**src/rtl/mac_accum.sv**
```systemverilog
// mac_accum: sums groups of COUNT unsigned products from the multiplier into
// an ACCWIDTH-bit result. Each finished frame is presented through a
// valid/ready handshake, together with a sticky wrap-around (overflow) flag.
module mac_accum #(
    parameter int unsigned DATAWIDTH = 8,
    parameter int unsigned ACCWIDTH  = 16,
    parameter int unsigned COUNT     = 4
) (
    input  logic                 Clk,
    input  logic                 Rst,
    input  logic [DATAWIDTH-1:0] prod,
    input  logic                 prod_valid,
    output logic                 prod_ready,
    input  logic                 clr,
    output logic [ACCWIDTH-1:0]  sum,
    output logic                 sum_valid,
    input  logic                 sum_ready,
    output logic                 ovf
);

    // With COUNT=1 the counter never leaves zero, but it still needs one bit.
    localparam int unsigned   CW   = (COUNT > 1) ? $clog2(COUNT) : 1;
    localparam logic [CW-1:0] LAST = CW'(COUNT - 1);

    typedef enum logic {
        ACCUM,
        HOLD
    } state_t;

    state_t              r_state;
    logic [ACCWIDTH-1:0] r_acc;
    logic [CW-1:0]       r_cnt;
    logic                r_run_ovf;
    logic [ACCWIDTH-1:0] r_sum;
    logic                r_sum_valid;
    logic                r_ovf;

    logic [ACCWIDTH:0]   w_add;
    logic                w_run_ovf;
    logic                w_accept;
    logic                w_last;

    // One extra bit on the adder captures the carry out of the accumulator.
    assign w_add      = {1'b0, r_acc} + {{(ACCWIDTH + 1 - DATAWIDTH){1'b0}}, prod};
    assign w_run_ovf  = r_run_ovf | w_add[ACCWIDTH];
    assign prod_ready = (r_state == ACCUM) && !clr;
    assign w_accept   = prod_valid && prod_ready;
    assign w_last     = (r_cnt == LAST);

    assign sum        = r_sum;
    assign sum_valid  = r_sum_valid;
    assign ovf        = r_ovf;

    // Frame control: accumulate in ACCUM, present the result in HOLD; clr aborts.
    always_ff @(posedge Clk or negedge Rst) begin
        if (!Rst) begin
            r_state     <= ACCUM;
            r_acc       <= '0;
            r_cnt       <= '0;
            r_run_ovf   <= 1'b0;
            r_sum       <= '0;
            r_sum_valid <= 1'b0;
            r_ovf       <= 1'b0;
        end else if (clr) begin
            r_state     <= ACCUM;
            r_acc       <= '0;
            r_cnt       <= '0;
            r_run_ovf   <= 1'b0;
            r_sum_valid <= 1'b0;
        end else begin
            case (r_state)
                ACCUM: begin
                    if (w_accept) begin
                        if (w_last) begin
                            r_sum       <= w_add[ACCWIDTH-1:0];
                            r_ovf       <= w_run_ovf;
                            r_sum_valid <= 1'b1;
                            r_state     <= HOLD;
                            r_acc       <= '0;
                            r_cnt       <= '0;
                            r_run_ovf   <= 1'b0;
                        end else begin
                            r_acc       <= w_add[ACCWIDTH-1:0];
                            r_cnt       <= r_cnt + CW'(1);
                            r_run_ovf   <= w_run_ovf;
                        end
                    end
                end
                HOLD: begin
                    if (r_sum_valid && sum_ready) begin
                        r_sum_valid <= 1'b0;
                        r_state     <= ACCUM;
                    end
                end
                default: r_state <= ACCUM;
            endcase
        end
    end

endmodule

```
**config.mk**
```make
export PLATFORM = sky130hd
export DESIGN_NAME = mac_accum
export DESIGN_NICKNAME = d
export VERILOG_FILES = /design/src/rtl/mac_accum.sv
export SDC_FILE = /design/constraint.sdc
export NUM_CORES = 1
export LEC_CHECK = 0
export BUFFER_PORTS_ARGS = -buffer_cell sky130_fd_sc_hd__buf_4
export CELL_PAD_IN_SITES_DETAIL_PLACEMENT = 1
export CELL_PAD_IN_SITES_GLOBAL_PLACEMENT = 1
export CORE_MARGIN = 2
export CORE_UTILIZATION = 46
export DETAILED_ROUTE_END_ITERATION = 10
export PLACE_DENSITY_LB_ADDON = 0.1
export SETUP_SLACK_MARGIN = 0.05
export SLEW_MARGIN = 20
export SYNTH_ARGS = -nofsm -noshare
export SYNTH_HDL_FRONTEND = slang
export SYNTH_SLANG_ARGS = --single-unit
```
**constraint.sdc**
```tcl
create_clock -name Clk -period 4.1 [get_ports Clk]
set_clock_uncertainty 0.05 [all_clocks]
set_input_delay 0.41 -clock Clk [delete_from_list [all_inputs] [get_ports Clk]]
set_output_delay 0.41 -clock Clk [all_outputs]
set_load 0.1 [all_outputs]
```
## Word-level counts from Yosys, hierarchy flattened

Cells that the tools add are included.

- Register bits after elaboration: 38
- Bits of input ports: 13
- Output and inout port bits: 19
- Logic and storage cells: 47

- Add/subtract/negate cells: 2
- Equality and inequality tests: 5
- Mux-type cells: 22
- Bitwise operators: 3
- Reduce and logical (&&, ||, !) cells: 8

Operator list:

| kind | count |
|---|---|
| $mux W16 | 4 |
| $add A16 B8 Y17 | 1 |
| $mux W1 | 12 |
| $mux W2 | 4 |
| $ne A3 B3 Y1 const B | 2 |
| $pmux W1 S2 | 2 |
| $reduce_and A4 Y1 | 1 |
| $logic_and A1 B1 Y1 | 3 |
| $ne A3 B2 Y1 const B | 1 |
| $reduce_and A3 Y1 | 1 |
| $add A2 B1 Y2 const B | 1 |
| $eq A2 B2 Y1 const B | 1 |
| $ne A2 B2 Y1 const B | 1 |
| $not A1 Y1 | 2 |
| $reduce_and A2 Y1 | 1 |
| $reduce_bool A2 Y1 | 1 |
| $logic_not A1 Y1 | 1 |
| $or A1 B1 Y1 | 1 |

## Logic depth before layout (Yosys ltp)

Gate-level depths: netlist of run 1.

- Word-level depth: 6
- Gate-level depth with buffers: 9
- Gate-level depth less buffers: 8

## Worst setup path before layout of run 1

No wires, ideal clock.

- Path type: input port to flip-flop
- Start point: in prod[0]
- End point: reg r_sum[14], in the netlist sum[14]
- Library setup time: 0.130 ns
- Arrival time: 2.046 ns
- Data required time: 3.920 ns
- Setup slack: 1.874 ns
- Stages on the path: 9
- Buffers on the path: 1
- Cell sequence: ha_1 -> fa_1 -> a211oi_1 -> o21ai_1 -> a31o_2 -> buf_4 -> nand2_1 -> xor2_1 -> o21ai_1

- Cells in the longest elaborated chain, start to end: 1

Ends and longest elaborated chain:

| element | RTL line | text |
|---|---|---|
| start, declared | 11 | `input logic [DATAWIDTH-1:0] prod,` |
| $add A16 B8 Y17 | 44 | `assign w_add = {1'b0, r_acc} + {{(ACCWIDTH + 1 - DATAWIDTH){1'b0}}, prod};` |
| end signal, assigned | 75 | `r_sum <= w_add[ACCWIDTH-1:0];` |
| end, declared | 34 | `logic [ACCWIDTH-1:0] r_sum;` |

No other way between the ends.
A chain may end at the register's enable or synchronous reset.

## Worst setup path in the final report of run 1

- Start point: reg r_acc[0]
- End point: reg r_sum[10], in the netlist sum[10]

- Cells in the longest elaborated chain, start to end: 1

Ends and longest elaborated chain:

| element | RTL line | text |
|---|---|---|
| start, declared | 31 | `logic [ACCWIDTH-1:0] r_acc;` |
| start signal, assigned | 83 | `r_acc <= w_add[ACCWIDTH-1:0];` |
| $add A16 B8 Y17 | 44 |  |

No other way between the ends.

==> results of run 1 <==
## metrics by stage
stage          instances  hold WS (ps)  area (um^2)
3_5_place_dp         271         359.4         2238
2_1_floorplan        196         64.41         1981
6_report             279         33.04         2330
3_3_place_gp         271         349.9         2238
4_1_cts              279         52.75         2330
5_1_grt              279         60.28         2330
## flip-flops by register name (all words and copies together), names as in the netlist
register   cells
r_acc         16
sum_valid      1
ovf            1
r_state        1
r_run_ovf      1
sum           16
r_cnt          2
## worst max-delay path, delay by kind of cell, from the launching register on
family          cells  cell delay [ps]
compound gates      4              800
xor+xnor            1              140
fa+ha+maj           2              660
flops               1              390
simple gates        1              150
## per-layer routing
metal | vias up | global-route usage, %
li1 | 755 | -
met1 | 790 | 28.72
met2 | 34 | 36.54
met3 | 5 | 3.488
met4 | 0 | 5.769
met5 | - | 0
## power breakdown
| group | leakage, nW | switching (W) | internal, W | total [W] |
|---|---|---|---|---|
| logic | 0.528 | 0.000264 | 0.0000932 | 0.000357 |
| registers | 0.520 | 0.0000237 | 0.000409 | 0.000432 |
| clock network | 0.0482 | 0.000126 | 0.000136 | 0.000261 |
## cell families (layout without fill, tap and decap cells)
kind of cell             after synthesis  count (layout)  share of synthesized area (%)
multiplexers                           4               4                          2.211
flip-flops                            38              38                          48.01
buffers and inverters                  9              42                          2.842
adder cells (fa/ha/maj)               10              10                          6.696
AO/OA/AOI/OAI                         63              63                          20.78
XOR/XNOR                              14              14                          6.191
AND/OR/NAND/NOR                       58              58                          13.27
## layout make-up
| class | instances | area (um^2) |
|---|---|---|
| clock inverters | 1 | 5.005 |
| multi-input cells | 149 | 973.4 |
| clock buffers | 7 | 86.33 |
| inverters | 1 | 3.754 |
| repair buffers | 33 | 247.7 |
| fillers | 486 | 1757 |
| well taps | 50 | 62.56 |
| flip-flops and latches | 38 | 950.9 |
## cells in the final DEF (no fill, tap or decap), types with 4 or more instances in the layout
cell | netlist | layout
xnor2_1 | 8 | 8
a21o_1 | 4 | 4
a31oi_1 | 7 | 7
dfrtp_1 | 38 | 38
o21ai_1 | 7 | 7
o21ai_0 | 23 | 23
ha_1 | 9 | 9
a21oi_1 | 6 | 6
buf_4 | 2 | 33
nand2_1 | 39 | 39
nor2_1 | 5 | 5
xor2_1 | 6 | 6
clkbuf_8 | 0 | 6
## how the worst max path moves through the flow
| stage | to | slack (ps) | depth (start not counted) |
|---|---|---|---|
| after global routing | sum[12] | 1610 | 8 |
| after CTS | sum[10] | 1720 | 8 |
| after global placement | sum[10] | 1650 | 9 |
| after floorplan | sum[14] | 1870 | 9 |
| after detailed placement | sum[10] | 1590 | 9 |
| final | sum[10] | 1740 | 8 |
==> out/results.ini, run 1 <==
[logic_synthesis]
synth_most_common_cell = nand2_1
synthFlopType = dfrtp_1
synth_commonest_cells = nand2_1, dfrtp_1, o21ai_0
synth_top_area_cell = dfrtp_1
postSynthAreaPerCell_um2 = 10.11
synthArstFlopShare_pct = 100.0
synth-warning-count = 0
synth_edf_count = 0
synth_area_leaders = dfrtp_1, nand2_1, o21ai_0
yosys.area.top_type_share_pct = 48.01
syn_inst = 196
synth.distinct_cells = 40
ys_seq_area_share_pct = 48.01
synthesis.area_um2 = 1981
syn-num-nets = 219
ys_ff_latch = 38

[floorplanning]
coreArea_um2 = 4086
fp.dieH_um = 69.62
initial_core_util_pct = 48.47
io_pins = 32
rows = 23
fp.dieW_um = 69.62
die_area_um2 = 4847

[power_and_ir_drop]
total_power_w = 0.001051
leakage_nw = 1.096
power_density_nw_per_um2 = 451.0
vdd_ir_drop_max_uv = 229.6

[clocking]
cts_buffer_depth = 2
clockRootBuffer = clkbuf_8
clk_pin_slew_ps = 70
post_cts_buffers = 0
holdBufCountCts = 0
cts_resized = 0
tritoncts = built
cts_buffers = 5
cts.sink_count = 38
clock_latency_ps = 290
cts_max_level = 2

[final_layout]
diodes = 0
final_core_util_pct = 57.01
drive_above_1_share_pct = 22.71
fin_nets = 251
syn_to_final_growth_pct = 17.62

[timing]
rsz0062_at_grt = no
period_minus_slack_ps = 2356
worst_slack_ps = 1744
slew_headroom_pct = 26.10
finalMaxSlewViolations = 0
fmax_mhz = 424.4
setup_viol = 0
hold_violations = 0
period_share_pct = 57.47
setup_tns_ps = 0
tightest_slew_ps = 1106

[grt]
grt_overflow = 0
grt_max_degree = 39
first_global_vias = 1747
grt_pass1_wl_um = 8397
antenna_found_initial = 0
grt_usage_pct = 21.55

[critical_path]
r2r-end = sum[10]
crit_path_end_kind = register
rr_worst_depth = 8
r2r_start = r_acc[0]
cp_max_fo = 11
r2r_slack_ps = 1740
required_ps = 4170
cp-start-kind = register
critical-path-max-stage-delay_ps = 440
slowest_stage = fa_1
worstSetupStartpoint = r_acc[0]
worstSetupPathType = reg -> reg
arrival_ps = 2430
path_cells = ha_1, fa_1, a211oi_1, o21ai_1, a31o_2, nand3_1, xor2_1, o21ai_0

[placement]
io_buffer_count = 31
hpwlAfterDp_um = 3336
routabilityCongestion = 0.8142
pre_cts_ws_ps = 1594

[flow_run]
cap_violations = 0

[drt]
drc = 0
ant_nets = 0
vias = 1584
routed_wl_um = 4617
drtIter0Drc = 67
routed.top_layer = met4
route.met3.wl_um = 174
drt-pass1-iter-count = 4
post_drt_wl_per_cell_um = 16.55
dr_wl_met2_um = 2326
viasPerCell = 5.677
wl_met1_um = 2064

[hold_path]
min_path_type = in -> async

[outcome]
status = finished clean

(Power assumes the default switching activity.)
==> run 2: changes to the inputs <==
--- a/config.mk
+++ b/config.mk
@@ -9,7 +9,7 @@
 export CELL_PAD_IN_SITES_DETAIL_PLACEMENT = 1
 export CELL_PAD_IN_SITES_GLOBAL_PLACEMENT = 1
 export CORE_MARGIN = 2
-export CORE_UTILIZATION = 46
+export CORE_UTILIZATION = 39
 export DETAILED_ROUTE_END_ITERATION = 10
 export PLACE_DENSITY_LB_ADDON = 0.1
 export SETUP_SLACK_MARGIN = 0.05
==> constraint.sdc (replaced) <==
create_clock -name Clk -period 2 [get_ports Clk]
set_clock_uncertainty 0.05 [all_clocks]
set_input_delay 0.2 -clock Clk [delete_from_list [all_inputs] [get_ports Clk]]
set_output_delay 0.2 -clock Clk [all_outputs]
set_load 0.1 [all_outputs]
==> run 2 against run 1 <==
The run now ends with setup timing left. Wire length up 12%. Cell count rose by 12%. Sequential power rose by 110%. Highest routed layer unchanged. Via count rose by 4.7%. Power is 120% higher. Critical path type unchanged. Register-to-register slack worse by 1900 ps. First-iteration DRC count is 4.5% higher. Count of clock-buffer cells in the layout fell by 1. Clock power grew 110%. Critical path depth rose by 1. Non-clock buffer count increased by 16.
==> out/results.ini, run 2 (synthesis gave the netlist of run 1 again) <==
[drt]
drc = 0
vias = 1658
routed_wl_um = 5157
drt-pass1-iter-count = 4
ant_nets = 0
drtIter0Drc = 70
post_drt_wl_per_cell_um = 16.53
viasPerCell = 5.314

[hold_path]
min-delay-start = clr
hold_path_depth = 2
min_path_type = in -> reg
min_delay_worst_endpoint = r_cnt[1]

[clocking]
tritoncts = built
clk_pin_slew_ps = 80
clockRootBuffer = clkbuf_8
clock_latency_ps = 290
cts_buffers = 5
cts_buffer_depth = 2
cts_max_level = 2
cts.sink_count = 38

[placement]
post-place-cells = 294
routabilityCongestion = 0.8391
hpwlAfterDp_um = 3432
io_buffer_count = 31

[power_and_ir_drop]
leakage_nw = 1.220
power.internal_w = 0.001404
switching_share_pct = 40.12
seqPwrFrac_pct = 37.8
vdd_ir_drop_max_uv = 484.9
power_density_nw_per_um2 = 878.0
combPwrFrac_pct = 38.2
total_power_w = 0.002344
p_switching_w = 0.0009406
clkPwrFrac_pct = 23.9

[floorplanning]
fp.dieW_um = 75.27
rows = 25
die_area_um2 = 5665
coreArea_um2 = 4817
io_pins = 32
fp.dieH_um = 75.27
initial_core_util_pct = 41.12

[timing]
worst_slack_ps = -117.8
setup_tns_ps = -1341
fmax_mhz = 472.2
period_minus_slack_ps = 2118
setup_viol = 19
period_share_pct = 105.9
tightest_slew_ps = 590.7
hold_violations = 0
slew_headroom_pct = 60.62
rsz0062_at_grt = yes
finalMaxSlewViolations = 0

[grt]
grt_pass1_wl_um = 8466
grt_max_degree = 39
grt_usage_pct = 20.04
top_usage_layer = met2
grtUsageMet1_pct = 23.90
antenna_found_initial = 0
first_global_vias = 1763
use_met3_pct = 3.213
grt_overflow = 0
gr-usage-met2_pct = 36.74

[outcome]
failed_checks = setup timing
status = finished with violations

[final_layout]
fin_cells = 312
nFillCells = 558
diodes = 0
drive_above_1_share_pct = 35.92
multi_input_area_um2 = 1134
final_common_cell = buf_4
syn_to_final_growth_pct = 34.81
regArea_um2 = 950.9
final_core_util_pct = 55.43
mostFrequentLayoutCells = buf_4, dfrtp_1, nand2_1, o21ai_0, o21ai_1
fin_nets = 267

[critical_path]
required_ps = 2140
cp_max_fo = 4
r2r_start = r_acc[0]
rr_worst_depth = 9
arrival_ps = 2260
crit_path_end_kind = register
r2r_slack_ps = -120
worstSetupPathType = reg -> reg
r2r-end = sum[14]
cp-start-kind = register

[flow_run]
cap_violations = 0

==> run 2: repair_timing <==
action | in CTS | in global routing
gates resized for setup | 19 | 13
hold endpoints to repair | 38 | 0
buffers inserted | 7 | 3
pin swaps | 8 | 10
endpoints found under the setup margin | 24 | 26
gates cloned | 0 | 0
hold buffers | 1 | 0
==> run 2: layout make-up <==
type	count	area share, %
Multi-Input combinational cell	149	42.46
Sequential cell	38	35.61
Timing Repair Buffer	49	15.09
Tap cell	67	3.140
Clock buffer	6	3.093
Clock inverter	2	0.4686
Inverter	1	0.1406
==> run 2: how the worst max path moves through the flow <==
stage                  start       end
CTS                 r_acc[0]   sum[12]
global route        r_acc[2]  r_acc[7]
global placement    r_acc[0]   sum[10]
detailed placement  r_acc[0]   sum[10]
finish              r_acc[0]   sum[14]
floorplan           r_acc[0]   sum[14]
==> run 2: per-stage QoR <==
step | instance area, um^2 | hold slack (ps) | worst slack, ps
finish | 2670 | 69.15 | -117.8
global route | 2670 | 78.36 | -245.0
CTS | 2589 | 64.45 | -105.5
detailed placement | 2332 | 153.0 | -211.6
global placement | 2332 | 146.3 | -141.2
floorplan | 1999 | -145.6 | -54.28
==> run 2: routing by layer <==
layer	share of wire (%)	vias up	wire, um
met5	0	-	0
met4	1.0	0	53
met3	2.2	7	115
met2	54	27	2788
met1	43	834	2199
li1	-	790	-
==> run 2: power groups by stage <==
| stage | Sequential, W | Clock, W | Combinational [W] |
|---|---|---|---|
| 3_3_place_gp | 0.000893 | 0 | 0.000749 |
| 5_1_grt | 0.000896 | 0.000615 | 0.000954 |
| 4_1_cts | 0.000887 | 0.000579 | 0.000851 |
| 3_5_place_dp | 0.000899 | 0 | 0.000764 |
| 6_report | 0.000887 | 0.000561 | 0.000896 |
| 2_1_floorplan | 0.00119 | 0 | 0.000278 |
==> run 2: critical path, stage by stage, from the launching register on <==
cell and delay, ps:
dfrtp_1 400, ha_2 190, fa_2 350, a211oi_2 220, o21ai_2 90, a31o_4 270, buf_12 140, nand2_2 70
xor2_1 150, o21ai_1 70
